===== src/rtl/multi_issue_launch_pkg.sv =====
`default_nettype none
// +-----------------------------------------------------------------------+
// | multi_issue_launch_pkg : shared defaults and per-entry field layout   |
// | Rev 1.0                                                               |
// +-----------------------------------------------------------------------+
package multi_issue_launch_pkg;

    localparam int WAYS_DEF  = 2;
    localparam int DEPTH_DEF = 4;
    localparam int PAY_W_DEF = 64;
    localparam int REG_AW    = 5;

    // Entry layout: these control fields, followed by the PAY_W-bit payload
    // which lives in its own array so its width can follow the parameter.
    typedef struct packed {
        logic              we;
        logic [REG_AW-1:0] waddr;
        logic              re1;
        logic [REG_AW-1:0] raddr1;
        logic              re2;
        logic [REG_AW-1:0] raddr2;
        logic              pair_ok;
    } launch_ctrl_t;

endpackage
`default_nettype wire


===== src/rtl/launch_raw_check.sv =====
`default_nettype none
// +-----------------------------------------------------------------------+
// | launch_raw_check : read-after-write hazard between an earlier and a   |
// | later slot of the same issue group.  Rev 1.0                          |
// +-----------------------------------------------------------------------+
module launch_raw_check
    import multi_issue_launch_pkg::*;
(
    input  logic              early_we_i,
    input  logic [REG_AW-1:0] early_waddr_i,
    input  logic              late_re1_i,
    input  logic [REG_AW-1:0] late_raddr1_i,
    input  logic              late_re2_i,
    input  logic [REG_AW-1:0] late_raddr2_i,
    output logic              raw_o
);

    logic w_writes;

    // r0 is hardwired zero, so a write to it never creates a dependency.
    assign w_writes = early_we_i && (early_waddr_i != '0);
    assign raw_o    = w_writes &&
                      ((late_re1_i && (late_raddr1_i == early_waddr_i)) ||
                       (late_re2_i && (late_raddr2_i == early_waddr_i)));

endmodule
`default_nettype wire


===== src/rtl/multi_issue_launch.sv =====
`default_nettype none
// +-----------------------------------------------------------------------+
// | multi_issue_launch : circular issue buffer launching up to WAYS       |
// | in-order instructions per cycle.  Rev 1.0                             |
// +-----------------------------------------------------------------------+
module multi_issue_launch
    import multi_issue_launch_pkg::*;
#(
    parameter int WAYS  = WAYS_DEF,
    parameter int DEPTH = DEPTH_DEF,
    parameter int PAY_W = PAY_W_DEF
) (
    input  logic                      clk,
    input  logic                      rst_n,
    input  logic [WAYS-1:0]           in_valid_i,
    input  logic [WAYS*PAY_W-1:0]     in_payload_i,
    input  logic [WAYS-1:0]           in_we_i,
    input  logic [WAYS-1:0]           in_re1_i,
    input  logic [WAYS-1:0]           in_re2_i,
    input  logic [WAYS-1:0]           in_pair_ok_i,
    input  logic [WAYS*REG_AW-1:0]    in_waddr_i,
    input  logic [WAYS*REG_AW-1:0]    in_raddr1_i,
    input  logic [WAYS*REG_AW-1:0]    in_raddr2_i,
    output logic                      now_allowin_o,
    input  logic                      excep_flush_i,
    input  logic                      single_mode_i,
    input  logic                      next_allowin_i,
    output logic [WAYS-1:0]           out_valid_o,
    output logic [WAYS*PAY_W-1:0]     out_payload_o,
    output logic [$clog2(WAYS+1)-1:0] out_count_o
);

    localparam int PTR_W = $clog2(DEPTH);
    localparam int CNT_W = $clog2(DEPTH+1);
    localparam int K_W   = $clog2(WAYS+1);

    logic [PTR_W-1:0] head_q, head_d, tail_q, tail_d;
    logic [CNT_W-1:0] count_q, count_d;
    launch_ctrl_t     ctrl_q [DEPTH];
    launch_ctrl_t     ctrl_d [DEPTH];
    logic [PAY_W-1:0] pay_q  [DEPTH];
    logic [PAY_W-1:0] pay_d  [DEPTH];

    logic [K_W-1:0]   w_enq_n, w_iss_n;
    logic             w_run_enq, w_run_iss;
    launch_ctrl_t     w_head_ctrl [WAYS];
    logic [WAYS-1:0]  w_head_vld;
    logic [WAYS-1:0]  w_raw [WAYS];
    logic             w_unused;

    assign now_allowin_o = (count_q <= CNT_W'(DEPTH - WAYS));

    generate
        for (genvar j = 0; j < WAYS; j++) begin : g_head
            logic [PTR_W-1:0] w_idx;
            assign w_idx          = head_q + PTR_W'(j);
            assign w_head_ctrl[j] = ctrl_q[w_idx];
            assign w_head_vld[j]  = (count_q > CNT_W'(j));
            assign out_payload_o[j*PAY_W +: PAY_W] = pay_q[w_idx];
            for (genvar i = 0; i < WAYS; i++) begin : g_pair
                if (i < j) begin : g_cmp
                    launch_raw_check u_raw (
                        .early_we_i    (w_head_ctrl[i].we),
                        .early_waddr_i (w_head_ctrl[i].waddr),
                        .late_re1_i    (w_head_ctrl[j].re1),
                        .late_raddr1_i (w_head_ctrl[j].raddr1),
                        .late_re2_i    (w_head_ctrl[j].re2),
                        .late_raddr2_i (w_head_ctrl[j].raddr2),
                        .raw_o         (w_raw[j][i])
                    );
                end else begin : g_none
                    assign w_raw[j][i] = 1'b0;
                end
            end
        end
    endgenerate

    // Slot 0 is never a consumer and the last slot never a producer.
    assign w_unused = ^{w_head_ctrl[0], w_head_ctrl[WAYS-1]};

    // Issue count: longest prefix of head entries that may launch together.
    always_comb begin
        w_iss_n   = '0;
        w_run_iss = next_allowin_i & ~excep_flush_i;
        for (int j = 0; j < WAYS; j++) begin
            w_run_iss = w_run_iss & w_head_vld[j];
            if (j > 0) begin
                w_run_iss = w_run_iss & w_head_ctrl[j].pair_ok &
                            ~single_mode_i & ~(|w_raw[j]);
            end
            if (w_run_iss) begin
                w_iss_n = K_W'(j + 1);
            end
        end
    end

    always_comb begin
        w_enq_n   = '0;
        w_run_enq = now_allowin_o & ~excep_flush_i;
        for (int l = 0; l < WAYS; l++) begin
            w_run_enq = w_run_enq & in_valid_i[l];
            if (w_run_enq) begin
                w_enq_n = K_W'(l + 1);
            end
        end
    end

    always_comb begin
        for (int j = 0; j < WAYS; j++) begin
            out_valid_o[j] = (K_W'(j) < w_iss_n);
        end
        out_count_o = w_iss_n;
    end

    always_comb begin
        ctrl_d = ctrl_q;
        pay_d  = pay_q;
        for (int l = 0; l < WAYS; l++) begin
            if (K_W'(l) < w_enq_n) begin
                ctrl_d[tail_q + PTR_W'(l)] = '{
                    we:      in_we_i[l],
                    waddr:   in_waddr_i[l*REG_AW +: REG_AW],
                    re1:     in_re1_i[l],
                    raddr1:  in_raddr1_i[l*REG_AW +: REG_AW],
                    re2:     in_re2_i[l],
                    raddr2:  in_raddr2_i[l*REG_AW +: REG_AW],
                    pair_ok: in_pair_ok_i[l]
                };
                pay_d[tail_q + PTR_W'(l)] = in_payload_i[l*PAY_W +: PAY_W];
            end
        end
    end

    always_comb begin
        head_d  = head_q + PTR_W'(w_iss_n);
        tail_d  = tail_q + PTR_W'(w_enq_n);
        count_d = count_q + CNT_W'(w_enq_n) - CNT_W'(w_iss_n);
        if (excep_flush_i) begin
            head_d  = '0;
            tail_d  = '0;
            count_d = '0;
        end
    end

    always_ff @(posedge clk) begin
        if (!rst_n) begin
            head_q  <= '0;
            tail_q  <= '0;
            count_q <= '0;
        end else begin
            head_q  <= head_d;
            tail_q  <= tail_d;
            count_q <= count_d;
        end
    end

    // Entry storage carries no reset; validity comes from the count alone.
    always_ff @(posedge clk) begin
        ctrl_q <= ctrl_d;
        pay_q  <= pay_d;
    end

endmodule
`default_nettype wire

===== config.mk =====
export PLATFORM = sky130hd
export DESIGN_NAME = multi_issue_launch
export DESIGN_NICKNAME = d
export VERILOG_FILES = /design/src/rtl/multi_issue_launch_pkg.sv /design/src/rtl/launch_raw_check.sv /design/src/rtl/multi_issue_launch.sv
export SDC_FILE = /design/constraint.sdc
export NUM_CORES = 1
export LEC_CHECK = 0
export ABC_CLOCK_PERIOD_IN_PS = 6900
export CELL_PAD_IN_SITES_DETAIL_PLACEMENT = 1
export CELL_PAD_IN_SITES_GLOBAL_PLACEMENT = 1
export CORE_MARGIN = 2
export CORE_UTILIZATION = 45
export DETAILED_ROUTE_END_ITERATION = 16
export PLACE_DENSITY_LB_ADDON = 0.1
export REMOVE_ABC_BUFFERS = 1
export SETUP_SLACK_MARGIN = 0.02
export SYNTH_ARGS = -nofsm -noshare
export SYNTH_HDL_FRONTEND = slang
export SYNTH_SLANG_ARGS = --single-unit

===== constraint.sdc =====
create_clock -name clk -period 6.9 [get_ports clk]
set_input_delay 1.38 -clock clk [delete_from_list [all_inputs] [get_ports clk]]
set_output_delay 1.38 -clock clk [all_outputs]
set_load 0.05 [all_outputs]

Yosys cells after proc, flatten, opt, wreduce, memory -nomap -nowiden
Index checks and enable logic that the tools add are counted.
Widths: inputs -> output; s select.
- reduce and logical (&&, ||, !) cells: 9
- add/subtract/negate cells: 6
- equality and inequality tests: 2
- bitwise gates (word level): 17
- muxes and demuxes: 32
- magnitude comparators: 13
- operators with widths (kind ; number):
    $bwmux 256 ; 2
    $mux 256 ; 2
    $mux 64 ; 6
    $bmux 64 s2 ; 2
    $demux 64 s2 ; 2
    $bwmux 76 ; 2
    $mux 76 ; 2
    $bmux 19 s2 ; 2
    $demux 19 s2 ; 2
    $mux 19 ; 4
    $mux 13 ; 2
    $ge 3x3->1 const B ; 4
    $not 2->3 ; 4
    $eq 5x5->1 ; 2
    $and 1x1->1 ; 9
    $lt 1x2->1 const A ; 4
    $gt 3x1->1 const B ; 2
    $logic_and 1x1->1 ; 6
    $lt 3x1->1 const B ; 2
    $reduce_bool 5->1 ; 1
    $add 2x1->2 const B ; 2
    $add 2x2->2 ; 2
    $mux 2 ; 2
    $not 1->1 ; 4
    other kinds (6) ; 7
- bits in registers: 339
- logic and storage cells: 114
- input bits: 173
- output and inout port bits: 133

Logic depth before layout (Yosys ltp)
- depth after elaboration: 13
- mapped depth: 13
- gate-level depth less buffers: 11

Hierarchy
From an unflattened synthesis, not the netlist that was laid out.
- cell total of the unflattened synthesis: 1882
- area total of the unflattened synthesis: 17356.6 µm²
- by module, submodules not included (module ; area an instance (µm²) ; cells each ; sequential area each (µm²) ; times used):
    multi_issue_launch ; 17222.8 ; 1865 ; 6786.5 ; 1
    launch_raw_check ; 133.9 ; 17 ; 0.0 ; 1

Least setup slack after synthesis
OpenSTA, ideal clock, no wires.
- path type: in2out
- start point: in excep_flush_i
- end point: out out_count_o[0]
- stages on the path: 5
- arrival: 2.596 ns
- slack: 2.924 ns
- required time: 5.520 ns
- path through: inv_1 -> nand2_1 -> or2_2 -> buf_2 -> nor2_1
- word-level cells in the longest chain between the ends: 8
- ends and longest elaborated chain (item ; line ; text):
    start: declaration ; multi_issue_launch.sv:25 ; input logic excep_flush_i,
    $not 1->1 * ; multi_issue_launch.sv:84 ; w_run_iss = next_allowin_i & ~excep_flush_i;
    $and 1x1->1 * ; multi_issue_launch.sv:84 ;
    $and 1x1->1 * ; multi_issue_launch.sv:86 ; w_run_iss = w_run_iss & w_head_vld[j];
    $and 1x1->1 ; multi_issue_launch.sv:86 ;
    $and 1x1->1 (2 in a row) ; multi_issue_launch.sv:88 ; w_run_iss = w_run_iss & w_head_ctrl[j].pair_ok &
    $and 1x1->1 ; multi_issue_launch.sv:89 ; ~single_mode_i & ~(|w_raw[j]);
    $mux 2 * ; multi_issue_launch.sv:91 ; if (w_run_iss) begin
    end: declaration ; multi_issue_launch.sv:30 ; output logic [$clog2(WAYS+1)-1:0] out_count_o
Mark *: on every way between the ends. The rest lies on a longest branch, timed or not.

Final worst setup path
- start point: reg head_q[0]
- end point: out out_valid_o[1]
- word-level cells in the longest chain between the ends: 13
- ends and longest elaborated chain (item ; line ; text):
    start: declaration ; multi_issue_launch.sv:37 ; logic [PTR_W-1:0] head_q, head_d, tail_q, tail_d;
    start signal: assignment ; multi_issue_launch.sv:147 ; head_q <= '0;
    start signal: assignment ; multi_issue_launch.sv:151 ; head_q <= head_d;
    $add 2x1->2 ; multi_issue_launch.sv:56 ; assign w_idx = head_q + PTR_W'(j);
    $not 2->3 (implied by the code) ; multi_issue_launch.sv:57 ; assign w_head_ctrl[j] = ctrl_q[w_idx];
    $bmux 19 s2 ; multi_issue_launch.sv:57 ;
    $mux 13 (implied by the code) (2 in a row) ; multi_issue_launch.sv:57 ;
    $eq 5x5->1, on equally long branches ; launch_raw_check.sv:23, launch_raw_check.sv:24 ;
    $logic_and 1x1->1, on equally long branches ; launch_raw_check.sv:23, launch_raw_check.sv:24 ;
    $logic_or 1x1->1 ; launch_raw_check.sv:23 ; ((late_re1_i && (late_raddr1_i == early_waddr_i)) ||
    $logic_and 1x1->1 ; launch_raw_check.sv:22 ; assign raw_o = w_writes &&
    $not 1->1 ; multi_issue_launch.sv:89 ;
    $and 1x1->1 * ; multi_issue_launch.sv:89 ;
    $mux 2 * ; multi_issue_launch.sv:91 ;
    $lt 1x2->1 * ; multi_issue_launch.sv:110 ; out_valid_o[j] = (K_W'(j) < w_iss_n);
    end: declaration ; multi_issue_launch.sv:28 ; output logic [WAYS-1:0] out_valid_o,
Mark *: on every way between the ends. The rest lies on a longest branch, timed or not. The select of a mux whose other input is x is not followed.

==> run metrics <==
Post-Syn Instances about 1.7k; Placeable Area 38,600 µm²; met2 WL post-DR 26,400 µm; fin area 22,200 µm²; H-tree levels 2; Distinct cells, synth 37; Max-slew headroom 28.8%; FF-to-FF setup slack 2.85 ns; Num CTS Buffers 39; die area 40,500 µm²; post-CTS resize count 0; DRT met1 WL 22,800 µm; fraction of registers with async set/reset 0%; CTS tree done; Setup crit start kind flop; CTS clk-pin slew, worst paths 0.06 ns; Setup Buffers After CTS 0; hold path cells 2; Yosys top cell by area dfxtp_1; 1st-pass router iterations 5; clk buf depth 3; Most used DFF post-synth dfxtp_1; #FFs+latches synth 339; Pins Over Slew Limit 0; proportion of layout cells with a drive suffix above 1 11.6%; nets@finish 2,103; DPL Wire Length about 34,000 µm; worst-skew pair later-pin latency 0.53 ns; Hold WS 0.538 ns; routed vias 14.4k; Synth top area share 38.7%; Post-DRT Antenna Nets 0; io pins 306; LEAKAGE ~9.6 nW; setup violators final 0; pin count of the biggest net entering global routing 159; Post-synth EDFFs 0; GPL Wtd Cong 0.780; top routing layer in use met5; slowest CP cell dfxtp_4; Setup WS post-layout 1.36 ns; initial antenna violation count 8; setup tns final 0 ns; floorplan row count 72; Power Density 321 nW/µm²; top cells by count, synth 339 x dfxtp_1, 333 x mux2i_1, 175 x nand2_1, 173 x nor2_1, 167 x a21oi_1; Routed met3 length 3130 µm; sequential area share after synthesis 38.7%; crit end category primary output; Routed Wire Length between 50,000 and 60,000 µm; Slew @ Worst Pin about 1.1 ns; CTS Sinks 339; Critical Path Fanout Max 42; most common cell in the netlist dfxtp_1; initial core utilization 45.4%; clock root buffer clkbuf_16; # port buffers about 310; Required @ worst endpoint 5.52 ns; vias in the first global route ~15k; Die H 201 µm; Worst Clk Skew 0.00820 ns; crit path cell chain mux4_1 -> or4_1 -> o21ai_2 -> o21a_1 -> clkdlybuf4s50_1; worst setup path startpoint head_q[0]$_SDFF_PP0_; DRC violations left 0; synthesized cell area approximately 18,000 µm²; first-pass GRT wire length approximately 85,000 µm; vias per inst 5.82; R2R Path End count_q[2]$_SDFF_PP0_; Area after DPL 20,900 µm²; critical path start-end classification reg -> out; Fill cells approximately 4.2k; max-cap violations 0; RSZ-0062 raised after global routing false; dpl ws 1.89 ns; initial drt markers 672; Max Clk Rate 0.181 GHz; Yosys warning count 0; R2R depth 12; main area contributors after synthesis dfxtp_1 39%, mux2i_1 19%, mux4_2 17%; WL per Instance 21.7 µm; critical path endpoint out_valid_o[1]; Tot GR Track Use 26.1%; min cycle time layout 5.54 ns; worst path arrival time 4.16 ns; R2R Path Start head_q[0]$_SDFF_PP0_; Die Wd 201 µm; Hold Path Class reg -> reg; Syn Area/Cell 10.3 µm²; Fin. Hold Viols 0; fin crit share 80.3%; worst stage delay on the critical path 0.86 ns; Layout area overhead 26.6%; final global-route overflow total 0; # hold bufs at CTS 0; VDD IR max 0.149 mV; outcome finished, final reports clean
## how the worst min path moves through the flow
stage,start,end,slack (ns)
after floorplan,ctrl_q[19]$_DFF_P_,ctrl_q[19]$_DFF_P_,0.49
after global placement,ctrl_q[46]$_DFF_P_,ctrl_q[46]$_DFF_P_,0.51
after detailed placement,ctrl_q[47]$_DFF_P_,ctrl_q[47]$_DFF_P_,0.53
after CTS,ctrl_q[57]$_DFF_P_,ctrl_q[57]$_DFF_P_,0.54
after global routing,ctrl_q[57]$_DFF_P_,ctrl_q[57]$_DFF_P_,0.57
final,ctrl_q[57]$_DFF_P_,ctrl_q[57]$_DFF_P_,0.54
## layout by cell type, fill, tap and decap left out, types with 4 or more instances in the layout
cell type	instances
clkbuf_16	42
diode_2	6
buf_4	16
nand3_1	5
nand2_1	174
nor2_1	172
xnor2_1	13
buf_12	4
clkbuf_8	9
dfxtp_1	337
clkdlybuf4s50_1	305
mux4_2	134
mux4_1	13
inv_1	5
o21ai_0	166
mux2i_1	333
clkbuf_1	5
clkinv_2	7
a21oi_1	167
## final cells by class
cell class / instances / area [µm²] / share of cell area, %
timing repair buffer: 325 / 3250 / 14.7
antenna: 6 / 15.0 / 0.0677
clock buffer: 56 / 1190 / 5.38
clock inverter: 10 / 125 / 0.564
multi-input combinational: 1216 / 10100 / 45.7
tap: 518 / 648 / 2.92
sequential: 339 / 6790 / 30.6
inverter: 5 / 18.8 / 0.0846
## routing by layer
metal | up-vias | track usage [%]
met5 | - | 0
met4 | 8 | 7.88
met3 | 90 | 5.90
met2 | 341 | 45.1
met1 | 7301 | 32.5
li1 | 6673 | -
## cells by family after synthesis
logic type                 synth area share [%]
muxes                                      38.2
and+or+nand+nor                            8.49
AOI/OAI and AO/OA                          9.83
DFF                                        38.7
buffers and inverters                      3.68
xor gates and xnor gates                  0.700
adders and majority gates                 0.371
## registers in the layout, summed over array words and instances (netlist names)
signal   cells
count_q      3
head_q       2
pay_q      256
ctrl_q      76
tail_q       2
## power by group
group,switching (mW),leakage [nW],internal (mW),total [mW]
Sequential,0.331,2.83,2.44,2.77
Clock,0.836,0.658,1.31,2.14
Combinational,1.22,6.08,0.982,2.20
## worst max-delay path, delay by kind of cell (launching register included)
kind	cells	cell delay, ns
flops	1	0.86
mux	1	0.73
compound gates	2	0.55
simple gates	1	0.59
buf+inv	1	0.85
## metrics by stage
step                cells  util (%)  power (mW)
global route         2472      57.5        7.43
global placement     2403      54.1        4.89
detailed placement   2403      54.1        4.99
finish               2475      57.6        7.12
floorplan            1560         -        4.25
CTS                  2469      57.5        7.17
(Power assumes the default switching activity.)
